## src/rtl/clock_phase_manager.sv

```systemverilog
// rtl/clock_phase_manager.sv - multi-phase one-hot timing generator with programmable per-phase dwell
// Single-clock phase enables; free-run, single-step, clean stop, abort, completed-cycle counter.
module clock_phase_manager #(
    parameter int N_PHASES = 4,
    parameter int DIV_W    = 3,
    parameter int CYC_W    = 16,
    localparam int IDX_W   = $clog2(N_PHASES)
) (
    input  logic                      clock,
    input  logic                      reset,
    input  logic                      enable,
    input  logic                      step_mode,
    input  logic                      step,
    input  logic                      abort,
    input  logic [N_PHASES*DIV_W-1:0] dwell,
    output logic [N_PHASES-1:0]       phase_en,
    output logic [IDX_W-1:0]          phase_idx,
    output logic                      cycle_done,
    output logic [CYC_W-1:0]          cycle_count,
    output logic                      busy
);

    typedef enum logic [1:0] {
        S_IDLE = 2'd0,
        S_RUN  = 2'd1,
        S_STEP = 2'd2
    } state_t;

    state_t                      state_q, state_d;
    logic [IDX_W-1:0]            phase_q, phase_d;
    logic [DIV_W-1:0]            cnt_q, cnt_d;
    logic [N_PHASES*DIV_W-1:0]   shadow_q, shadow_d;
    logic [N_PHASES-1:0]         phase_en_q, phase_en_d;
    logic                        cycle_done_q, cycle_done_d;
    logic [CYC_W-1:0]            cycle_count_q, cycle_count_d;
    logic [DIV_W-1:0]            cur_dwell;
    logic                        phase_last;
    logic                        cycle_last;

    // Dwell of the active phase, taken from the shadow copy so mid-cycle edits are invisible
    always_comb begin
        cur_dwell = '0;
        for (int k = 0; k < N_PHASES; k++) begin
            if (phase_q == IDX_W'(k)) begin
                cur_dwell = shadow_q[k*DIV_W +: DIV_W];
            end
        end
    end

    assign phase_last = (cnt_q == cur_dwell);
    assign cycle_last = phase_last && (phase_q == IDX_W'(N_PHASES - 1));

    always_comb begin
        state_d       = state_q;
        phase_d       = phase_q;
        cnt_d         = cnt_q;
        shadow_d      = shadow_q;
        phase_en_d    = phase_en_q;
        cycle_done_d  = 1'b0;
        cycle_count_d = cycle_count_q;

        case (state_q)
            S_IDLE: begin
                if (!abort) begin
                    if (!step_mode && enable) begin
                        state_d    = S_RUN;
                        phase_d    = '0;
                        cnt_d      = '0;
                        shadow_d   = dwell;
                        phase_en_d = N_PHASES'(1);
                    end else if (step_mode && step) begin
                        state_d    = S_STEP;
                        phase_d    = '0;
                        cnt_d      = '0;
                        shadow_d   = dwell;
                        phase_en_d = N_PHASES'(1);
                    end
                end
            end
            default: begin
                if (abort) begin
                    state_d    = S_IDLE;
                    phase_d    = '0;
                    cnt_d      = '0;
                    phase_en_d = '0;
                end else if (cycle_last) begin
                    cycle_done_d  = 1'b1;
                    cycle_count_d = cycle_count_q + CYC_W'(1);
                    phase_d       = '0;
                    cnt_d         = '0;
                    if (state_q == S_RUN && enable) begin
                        shadow_d   = dwell;
                        phase_en_d = N_PHASES'(1);
                    end else begin
                        state_d    = S_IDLE;
                        phase_en_d = '0;
                    end
                end else if (phase_last) begin
                    phase_d    = phase_q + IDX_W'(1);
                    cnt_d      = '0;
                    phase_en_d = phase_en_q << 1;
                end else begin
                    cnt_d = cnt_q + DIV_W'(1);
                end
            end
        endcase
    end

    always_ff @(posedge clock or posedge reset) begin
        if (reset) begin
            state_q       <= S_IDLE;
            phase_q       <= '0;
            cnt_q         <= '0;
            shadow_q      <= '0;
            phase_en_q    <= '0;
            cycle_done_q  <= 1'b0;
            cycle_count_q <= '0;
        end else begin
            state_q       <= state_d;
            phase_q       <= phase_d;
            cnt_q         <= cnt_d;
            shadow_q      <= shadow_d;
            phase_en_q    <= phase_en_d;
            cycle_done_q  <= cycle_done_d;
            cycle_count_q <= cycle_count_d;
        end
    end

    assign phase_en    = phase_en_q;
    assign phase_idx   = phase_q;
    assign cycle_done  = cycle_done_q;
    assign cycle_count = cycle_count_q;
    assign busy        = (state_q != S_IDLE);

endmodule

```

## config.mk

```make
export PLATFORM = sky130hd
export DESIGN_NAME = clock_phase_manager
export DESIGN_NICKNAME = d
export VERILOG_FILES = /design/src/rtl/clock_phase_manager.sv
export SDC_FILE = /design/constraint.sdc
export NUM_CORES = 1
export LEC_CHECK = 0
export CORE_MARGIN = 1
export CORE_UTILIZATION = 45
export CTS_CLUSTER_SIZE = 20
export DETAILED_ROUTE_END_ITERATION = 8
export GPL_ROUTABILITY_DRIVEN = 0
export PLACE_DENSITY_LB_ADDON = 0.05
export RECOVER_POWER = 50
export SLEW_MARGIN = 20
export SYNTH_ARGS = -nofsm -noshare
export SYNTH_HDL_FRONTEND = slang
export SYNTH_SLANG_ARGS = --single-unit
```

## constraint.sdc

```tcl
create_clock -name clock -period 2.4 [get_ports clock]
set_input_delay 0.48 -clock clock [delete_from_list [all_inputs] [get_ports clock]]
set_output_delay 0.48 -clock clock [all_outputs]
set_load 0.02 [all_outputs]
```

After elaboration in Yosys (flattened, before gate mapping) --
Cells that the tools add are included.
Cells by class: $add $sub $neg 3, equal/unequal tests 8, multiplexer cells 43, bitwise gates (word level) 2, reduce and logical (&&, ||, !) cells 17
Operators by type and width (count):
- $mux 12 | 7
- $mux 3 | 11
- $mux 2 | 14
- $mux 4 | 7
- $add 16x1->16 const B | 1
- $reduce_and 4->1 | 2
- $reduce_and 3->1 | 2
- $reduce_bool 2->1 | 3
- $eq 2x1->1 const B | 2
- $eq 2x2->1 const B | 2
- $logic_and 1x1->1 | 4
- $logic_not 2->1 | 2
- $mux 1 | 4
- $reduce_bool 4->1 | 1
- $add 3x1->3 const B | 1
- $eq 3x3->1 | 1
- $ne 3x2->1 const B | 1
- $ne 3x3->1 const B | 1
- $reduce_bool 3->1 | 1
- $add 2x1->2 const B | 1
- $ne 2x2->1 const B | 1
- $not 1->1 | 2
- $reduce_and 2->1 | 1
- $logic_not 1->1 | 1
Storage, ports and cells: bits in registers 40, input bits 18, output and inout port bits 24, word-level logic and storage cells 80

Longest topological paths before layout --
Gate-level depths: netlist (run 1).
depth after elaboration 10, mapped depth 10, depth with buffers taken out 8

Least setup slack after synthesis (run 1) --
OpenSTA, ideal clock, no wires.
path type register -> register, from register phase_q[1], in the netlist phase_idx[1], to register shadow_q[0], setup time 0.127 ns, arrival 2.470 ns, required time 2.273 ns, setup slack -0.198 ns, cell stages (with the launch flop) 11, buffers on the path 2, clock period less this slack 2.598 ns, cell sequence dfrtp_1 -> inv_1 -> ha_1 -> nand3b_1 -> a221oi_1 -> xnor2_1 -> and3_1 -> buf_4 -> a32oi_4 -> buf_6 -> mux2_1
On the way: cells in the longest elaborated chain, start to end 9, elaborated cells on any way between the ends 12, classes of those cells 4 x eq/ne; 4 x mux; 4 x reduce/logical
Ends and longest elaborated chain:
- start: declaration | line 30 | logic [IDX_W-1:0] phase_q, phase_d;
- start signal: assignment | line 120 | phase_q <= phase_d;
- $logic_not 2->1 | line 44 | if (phase_q == IDX_W'(k)) begin
- $mux 3 (4 in series) | line 44
- $eq 3x3->1 | line 50 | assign phase_last = (cnt_q == cur_dwell);
- $logic_and 1x1->1 * | line 51 | assign cycle_last = phase_last && (phase_q == IDX_W'(N_PHASES - 1));
- $reduce_bool 2->1 (no source line) *
- $reduce_and 4->1 (no source line) *
- end signal: assignment | line 122 | shadow_q <= shadow_d;
- end: declaration | line 32 | logic [N_PHASES*DIV_W-1:0] shadow_q, shadow_d;
Mark *: on every way between the ends. The rest lies on a longest branch, timed or not. A chain may end at the register's enable or synchronous reset.

Worst setup path after layout (run 1) --
Ends and elaborated chain as after synthesis.

==> reports/results.tsv, run 1 <==
metric	value	unit
largest net degree at the start of global routing	41	
layout cell share with drive strength beyond 1	27.3	%
max-slew violations	0	
# IOs	42	
Final Non-Filler Cells	281	
Final Worst Setup Slack	-0.00303	ns
IO buf count	41	
Area Growth Syn to Fin	43.5	%
first-pass GRT wire length	7.57	mm
Post-synth EDFFs	0	
Die Span Y	68.2	um
dpl cells	269	
final setup violation count	5	
initial core utilization	47.9	%
row cnt	23	
syn avg cell area	11.7	um^2
global route total overflow	0	
Net Sw Frac	30.4	%
unrepaired setup endpoints after global routing	true	
Yosys cell types	37	
CTS H-tree depth	2	
via count	1561	
Max rail drop VDD	0.000400	V
Worst EP required	2.58	ns
Final period util	100	%
Worst EP arrival	2.58	ns
vias in the first global route	1573	
clock tree buffer depth	2	
min-delay worst type	reg -> reg	
Mapped Nets	192	
CTS root buffer	clkbuf_8	
max-cap violations	0	
ys flop type	dfrtp_1	
mapped cell area	0.00197	mm^2
Routed WL per cell	16.6	um
crit path kind	reg -> reg	
nets	254	
drt drc	0	
CTS tree	yes	
antenna viol nets, final	0	
final wirelength	4.66	mm
hold slack	0.476	ns
reg2reg start	phase_idx[1]	
Hold Buf Count CTS	0	
Syn Inst Count	168	
worst-path cell chain	inv_2 -> ha_4 -> nand3b_1 -> a221oi_2 -> xnor2_1 -> and3_4 -> a32oi_4 -> clkbuf_16 -> mux2_4	
async set-or-reset flop fraction in the synthesized netlist	100	%
Clock Skews	0.00531	ns
Internal	0.00141	W
Slew HR	33.7	%
ant diodes	0	
Fmax achieved	0.416	GHz
switching power	0.000614	W
Post-DP HPWL	3.18	mm
startpoint types	flop	
drt pass-1 iters	4	
PwrDens	714	mW/mm^2
Logic pwr share	36.4	%
CTS clk-pin slew, worst paths	0.07	ns
Initial DRC Count	55	
Clock Sinks	40	
Seq/Total Area, Yosys	50.8	%
critical path's top delay family	compound AO/OA/AOI/OAI gates	
CP max stage cell	dfrtp_2	
delay of the slowest cell on the worst path	0.45	ns
Core Region	0.00412	mm^2
worst-margin pin slew	0.995	ns
Via density	5.56	
initial antenna violation count	0	
register bit count reported by yosys	40	
Synth warnings	0	
sequential power share	41.1	%
TNS Setup	-0.0126	ns
die width	68.2	um
total track usage	22.7	%
status	finished with violations	
Clock power frac	22.5	%
crit path from	phase_idx[1]	
failing checks	setup timing	
CP endpoint kind	flop	
fin crit period	2.40	ns
leakage power figure	1.28	nW
die area	0.00465	mm^2
clock latency on the worst-skew pair	0.29	ns
cts bufs inserted	5	
Overall Power	0.00202	W
hold_sp	cycle_count[15]	
buffers and inverters on the worst path	2	
Setup WS pre-CTS	-0.0347	ns
CP Max Fanout	6	
final hold vios	0	
[cell type report]
type	count	area [um^2]
multi-input combinational	117	1060
timing repair buffer	60	588
clock buffer	8	90.1
fill	306	1280
sequential	40	1000
tap	50	62.6
inverter	6	22.5
[flip-flops by register name, indices dropped and copies added (netlist names)]
register,count
state_q,2
cnt_q,3
shadow_q,12
phase_idx,2
cycle_count,16
phase_en,4
cycle_done,1
[worst register-to-register path: cells and delay by family, from the launching register on]
kind                     cells  cell delay, ns
AO/OA/AOI/OAI                2            0.55
flip-flops                   1            0.45
AND/OR/NAND/NOR              2            0.39
buffers and inverters        2            0.30
multiplexers                 1            0.29
adder cells (fa/ha/maj)      1            0.18
XOR/XNOR                     1            0.14
[metrics by stage]
| step | cell area (um^2) | util, % |
|---|---|---|
| 3_3_place_gp | 2540 | 61.7 |
| 2_1_floorplan | 1990 | - |
| 4_1_cts | 2800 | 68.0 |
| 6_report | 2830 | 68.8 |
| 5_1_grt | 2830 | 68.8 |
| 3_5_place_dp | 2540 | 61.7 |
[routing by layer]
layer  vias to the layer above  global-route usage [%]  part of all wire, %
met5                         -                       0                    0
met4                         0                    7.81                  1.9
met3                        11                    5.83                  4.7
met2                        53                    36.0                   48
met1                       774                    29.9                   46
li1                        723                       -                    -
[kinds of logic after synthesis]
group | Yosys count | share of synthesized area [%]
AOI/OAI and AO/OA | 19 | 9.52
xor gates and xnor gates | 18 | 7.99
adders and majority gates | 6 | 3.81
buffers and inverters | 11 | 3.24
DFF | 40 | 50.8
muxes | 15 | 8.50
and+or+nand+nor | 59 | 16.2
[cells in the mapped netlist, types with 2 or more instances]
| master | n | share of area (%) |
|---|---|---|
| mux2_2 | 5 | 2.9 |
| xnor2_1 | 7 | 3.1 |
| nand4_1 | 6 | 1.9 |
| dfrtp_1 | 40 | 51 |
| nor2_1 | 13 | 2.5 |
| buf_4 | 2 | 0.76 |
| nor2b_1 | 2 | 0.63 |
| inv_1 | 6 | 1.1 |
| nand3_1 | 3 | 0.76 |
| a211oi_1 | 4 | 1.5 |
| a22o_1 | 2 | 0.89 |
| and3_1 | 4 | 1.3 |
| buf_6 | 2 | 1.1 |
| xor2_1 | 11 | 4.9 |
| a32o_1 | 4 | 2.0 |
| nor3b_1 | 5 | 1.9 |
| and2_1 | 3 | 0.95 |
| mux2_1 | 9 | 5.1 |
| nor3_1 | 5 | 1.3 |
| nand3b_1 | 3 | 1.1 |
| or2_2 | 2 | 0.63 |
| ha_1 | 6 | 3.8 |
| nand2_1 | 9 | 1.7 |
| nor4b_1 | 2 | 0.89 |
[cell usage in the layout (no fill, tap or decap), types with 2 or more instances in the layout]
cell	count
clkbuf_1	2
nor3_1	4
a221oi_2	2
nand3b_1	3
a22o_1	2
nand4_1	6
inv_1	4
nand2_1	9
buf_6	2
nor2_1	12
a32o_1	4
ha_4	3
buf_4	14
nor4b_2	2
nand3_1	3
ha_1	2
mux2_4	13
and3_1	3
a211oi_1	2
a211oi_2	2
clkdlybuf4s50_1	40
nor3b_1	4
dfrtp_1	38
inv_2	2
xnor2_1	6
and2_1	3
dfrtp_2	2
xor2_1	11
nor2b_1	2
clkbuf_8	6
[power groups by stage]
stage | registers, W | logic (W) | clock network (W)
global placement | 0.000825 | 0.000541 | 0
CTS | 0.000827 | 0.000706 | 0.000466
detailed placement | 0.000831 | 0.000565 | 0
floorplan | 0.000826 | 0.000345 | 0
finish | 0.000831 | 0.000735 | 0.000455
global route | 0.000842 | 0.000784 | 0.000498
[final timing paths]
kind / depth (start not counted) / slack, ns / end
max reg2reg: 9 / -0.003 / shadow_q[0]
min reg2reg: 1 / 0.48 / cycle_count[15]
min in group asynchronous: 3 / 0.94 / shadow_q[9]
min: 1 / 0.48 / cycle_count[15]
max: 9 / -0.003 / shadow_q[0]
max in group asynchronous: 3 / 0.78 / phase_idx[0]
[timing repair]
item | in CTS | in global routing
endpoints found under the setup margin | 21 | 28
setup buffers | 2 | 1
cloned | 1 | 0
pin swaps | 4 | 5
gates resized for setup | 31 | 6
(Power assumes the default switching activity.)
==> inputs of run 2 (changes only) <==
CORE_MARGIN = not set   (was 1)
==> results of run 2 <==
Final layout, timing and power as in run 1 (identical DEF).
==> inputs of run 3 (changes only) <==
ABC_AREA = 1   (was not set)
CORE_UTILIZATION = 50   (was 45)
DONT_BUFFER_PORTS = 1   (was not set)
==> run 3 against run 2 <==
  * The flow now finishes without violations
  * Core utilization decreased by 11 points
  * Clock skew increased by 0.0031 ns
  * Global-route usage decreased by 1.1 points
  * Final area decreased by 15%
  * Worst hold slack got worse by 0.15 ns
  * Highest routed layer unchanged
  * Clock power increased by 19%
  * Final cell count increased by 24%
  * Critical path type unchanged
  * Worst setup slack improved by 0.30 ns
  * Synthesized cell count increased by 74%
  * Register-to-register slack improved by 0.30 ns
==> reports/results.tsv, run 3 <==
metric	value	unit
delay of the slowest cell on the worst path	0.41	ns
top-count cell post-synth	nand2_1	
placed cell area	0.00229	mm^2
Worst EP required	2.59	ns
final setup violation count	0	
Clock Skews	0.00836	ns
Yosys cell types	25	
Seq/Total Area, Yosys	44.9	%
crit path kind	reg -> reg	
CTS root buffer	clkbuf_8	
largest net degree at the start of global routing	41	
CP endpoint kind	flop	
startpoint types	flop	
syn avg cell area	7.63	um^2
Hold Buf Count CTS	0	
reg-to-reg endpoint	cycle_count[10]	
dpl cells	341	
Initial DRC Count	138	
R2R setup slack	0.29	ns
clock latency on the worst-skew pair	0.30	ns
Post-synth EDFFs	0	
final hold vios	0	
global route total overflow	0	
CP max stage cell	dfrtp_1	
worst-path cell chain	inv_1 -> ha_1 -> inv_1 -> nor2_1 -> nor2_1 -> nand2_1 -> nand2_1 -> nand2_1 -> nand2_1 -> nand4_2 -> inv_2 -> nand2_2 -> buf_4 -> nand2_1 -> nand2_1	
R2R cell count	15	
fin crit period	2.11	ns
drt pass-1 iters	4	
Worst EP arrival	2.30	ns
die width	68.8	um
layout cell share with drive strength beyond 1	9.03	%
Area contributors post-synth	dfrtp_1 45%, nand2_1 20%, xor2_1 5.1%, inv_1 4.9%, nand4_1 4.2%	
nets	322	
fin area	0.00240	mm^2
CP Max Fanout	12	
CTS clk-pin slew, worst paths	0.08	ns
min-delay worst type	in -> reg	
Clock Sinks	40	
ys flop type	dfrtp_1	
via count	1777	
Final period util	87.8	%
first-pass GRT wire length	7.39	mm
Core Region	0.00414	mm^2
commonest non-fill, non-tap cell in the layout	nand2_1	
hold slack	0.323	ns
TNS Setup	0	ns
reg2reg start	phase_idx[0]	
# IOs	42	
cts bufs inserted	5	
initial antenna violation count	0	
CTS H-tree depth	2	
leakage power figure	1.24	nW
drt drc	0	
antenna viol nets, final	0	
Final Non-Filler Cells	349	
Hold Path Depth	2	
Syn Inst Count	292	
async set-or-reset flop fraction in the synthesized netlist	100	%
die area	0.00473	mm^2
vias in the first global route	1663	
CTS tree	yes	
max-slew violations	0	
crit path from	phase_idx[0]	
Via density	5.09	
IO buf count	0	
Slew HR	35.0	%
Max rail drop VDD	0.000626	V
Synth warnings	0	
ant diodes	0	
max-cap violations	0	
initial core utilization	53.8	%
register bit count reported by yosys	40	
Top cell by count, worst path	nand2_1	
clock tree buffer depth	2	
Post-synth top cells	117 x nand2_1, 40 x dfrtp_1, 29 x inv_1	
Setup WS pre-CTS	0.220	ns
final wirelength	4.47	mm
mapped cell area	0.00223	mm^2
leading area contributor after synthesis	dfrtp_1	
max reg flops	16	
most frequent cells in the layout	116 x nand2_1, 40 x dfrtp_1, 29 x inv_1	
Post-DP HPWL	3.32	mm
total track usage	21.6	%
unrepaired setup endpoints after global routing	false	
Worst Setup EP	cycle_count[10]	
Area Growth Syn to Fin	7.64	%
status	finished, final reports clean	
Final Worst Setup Slack	0.293	ns
Fmax achieved	0.475	GHz
worst-margin pin slew	0.975	ns
row cnt	23	
Mapped Nets	316	
area fraction of the dominant cell type after synthesis	44.9	%
PwrDens	1030	mW/mm^2
Routed WL per cell	12.8	um
Die Span Y	68.8	um
## run 3: cell types whose count changed after synthesis, moves of 5 or more
cell / change
nor3b_1: -5
mux2_1: -9
nand4_1: +9
nand2_1: +108
mux2_2: -5
inv_1: +23
nand3_1: +15
inv_2: +5
a21oi_1: +5
## run 3: worst min-delay path by stage
stage	from	endpoint	slack [ns]
2_1_floorplan	shadow_q[10]	shadow_q[10]	0.43
3_3_place_gp	shadow_q[11]	shadow_q[11]	0.45
3_5_place_dp	shadow_q[11]	shadow_q[11]	0.45
4_1_cts	reset	cycle_count[8]	0.20
5_1_grt	dwell[1]	shadow_q[1]	0.32
6_report	dwell[2]	shadow_q[2]	0.32
## run 3: cells by family after synthesis
logic type,count (synthesis),synth area share (%)
compound gates,12,2.75
buf+inv,42,8.20
xor+xnor,16,6.29
simple gates,176,34.5
flops,40,44.9
fa+ha+maj,6,3.37
## run 3: cell type report
type                       instances  area (um^2)
sequential                        40         1000
timing repair buffer               7         50.0
clock inverter                     2         35.0
tap                               50         62.6
fill                             389         1750
clock buffer                       6         72.6
inverter                          34          130
multi-input combinational        210         1050
## run 3: critical path, delay by kind of cell, from the launching register on
family / cells / cell delay [ns]
fa+ha+maj: 1 / 0.25
flops: 1 / 0.41
buf+inv: 4 / 0.53
simple gates: 10 / 0.83
## run 3: per-layer routing
layer,GRT usage [%],vias to the layer above,part of all wire [%]
met3,6.25,8,6.8
li1,-,929,-
met5,0,-,0
met1,30.1,790,50
met4,8.67,0,1.7
met2,31.1,50,41
## run 3: per-stage QoR
step | utilization (%) | total power, W
floorplan | - | 0.00173
global placement | 55.2 | 0.00192
detailed placement | 55.2 | 0.00193
CTS | 57.8 | 0.00248
global route | 57.9 | 0.00267
finish | 57.9 | 0.00246
## run 3: where the power goes
part | switching, W | internal, W
combinational | 0.000632 | 0.000317
sequential | 0.000142 | 0.000830
clock | 0.000233 | 0.000309
## run 3: what timing repair did
item,in CTS,in global routing
gates resized for setup,0,2
buffers inserted,0,0
endpoints found under the setup margin,0,13
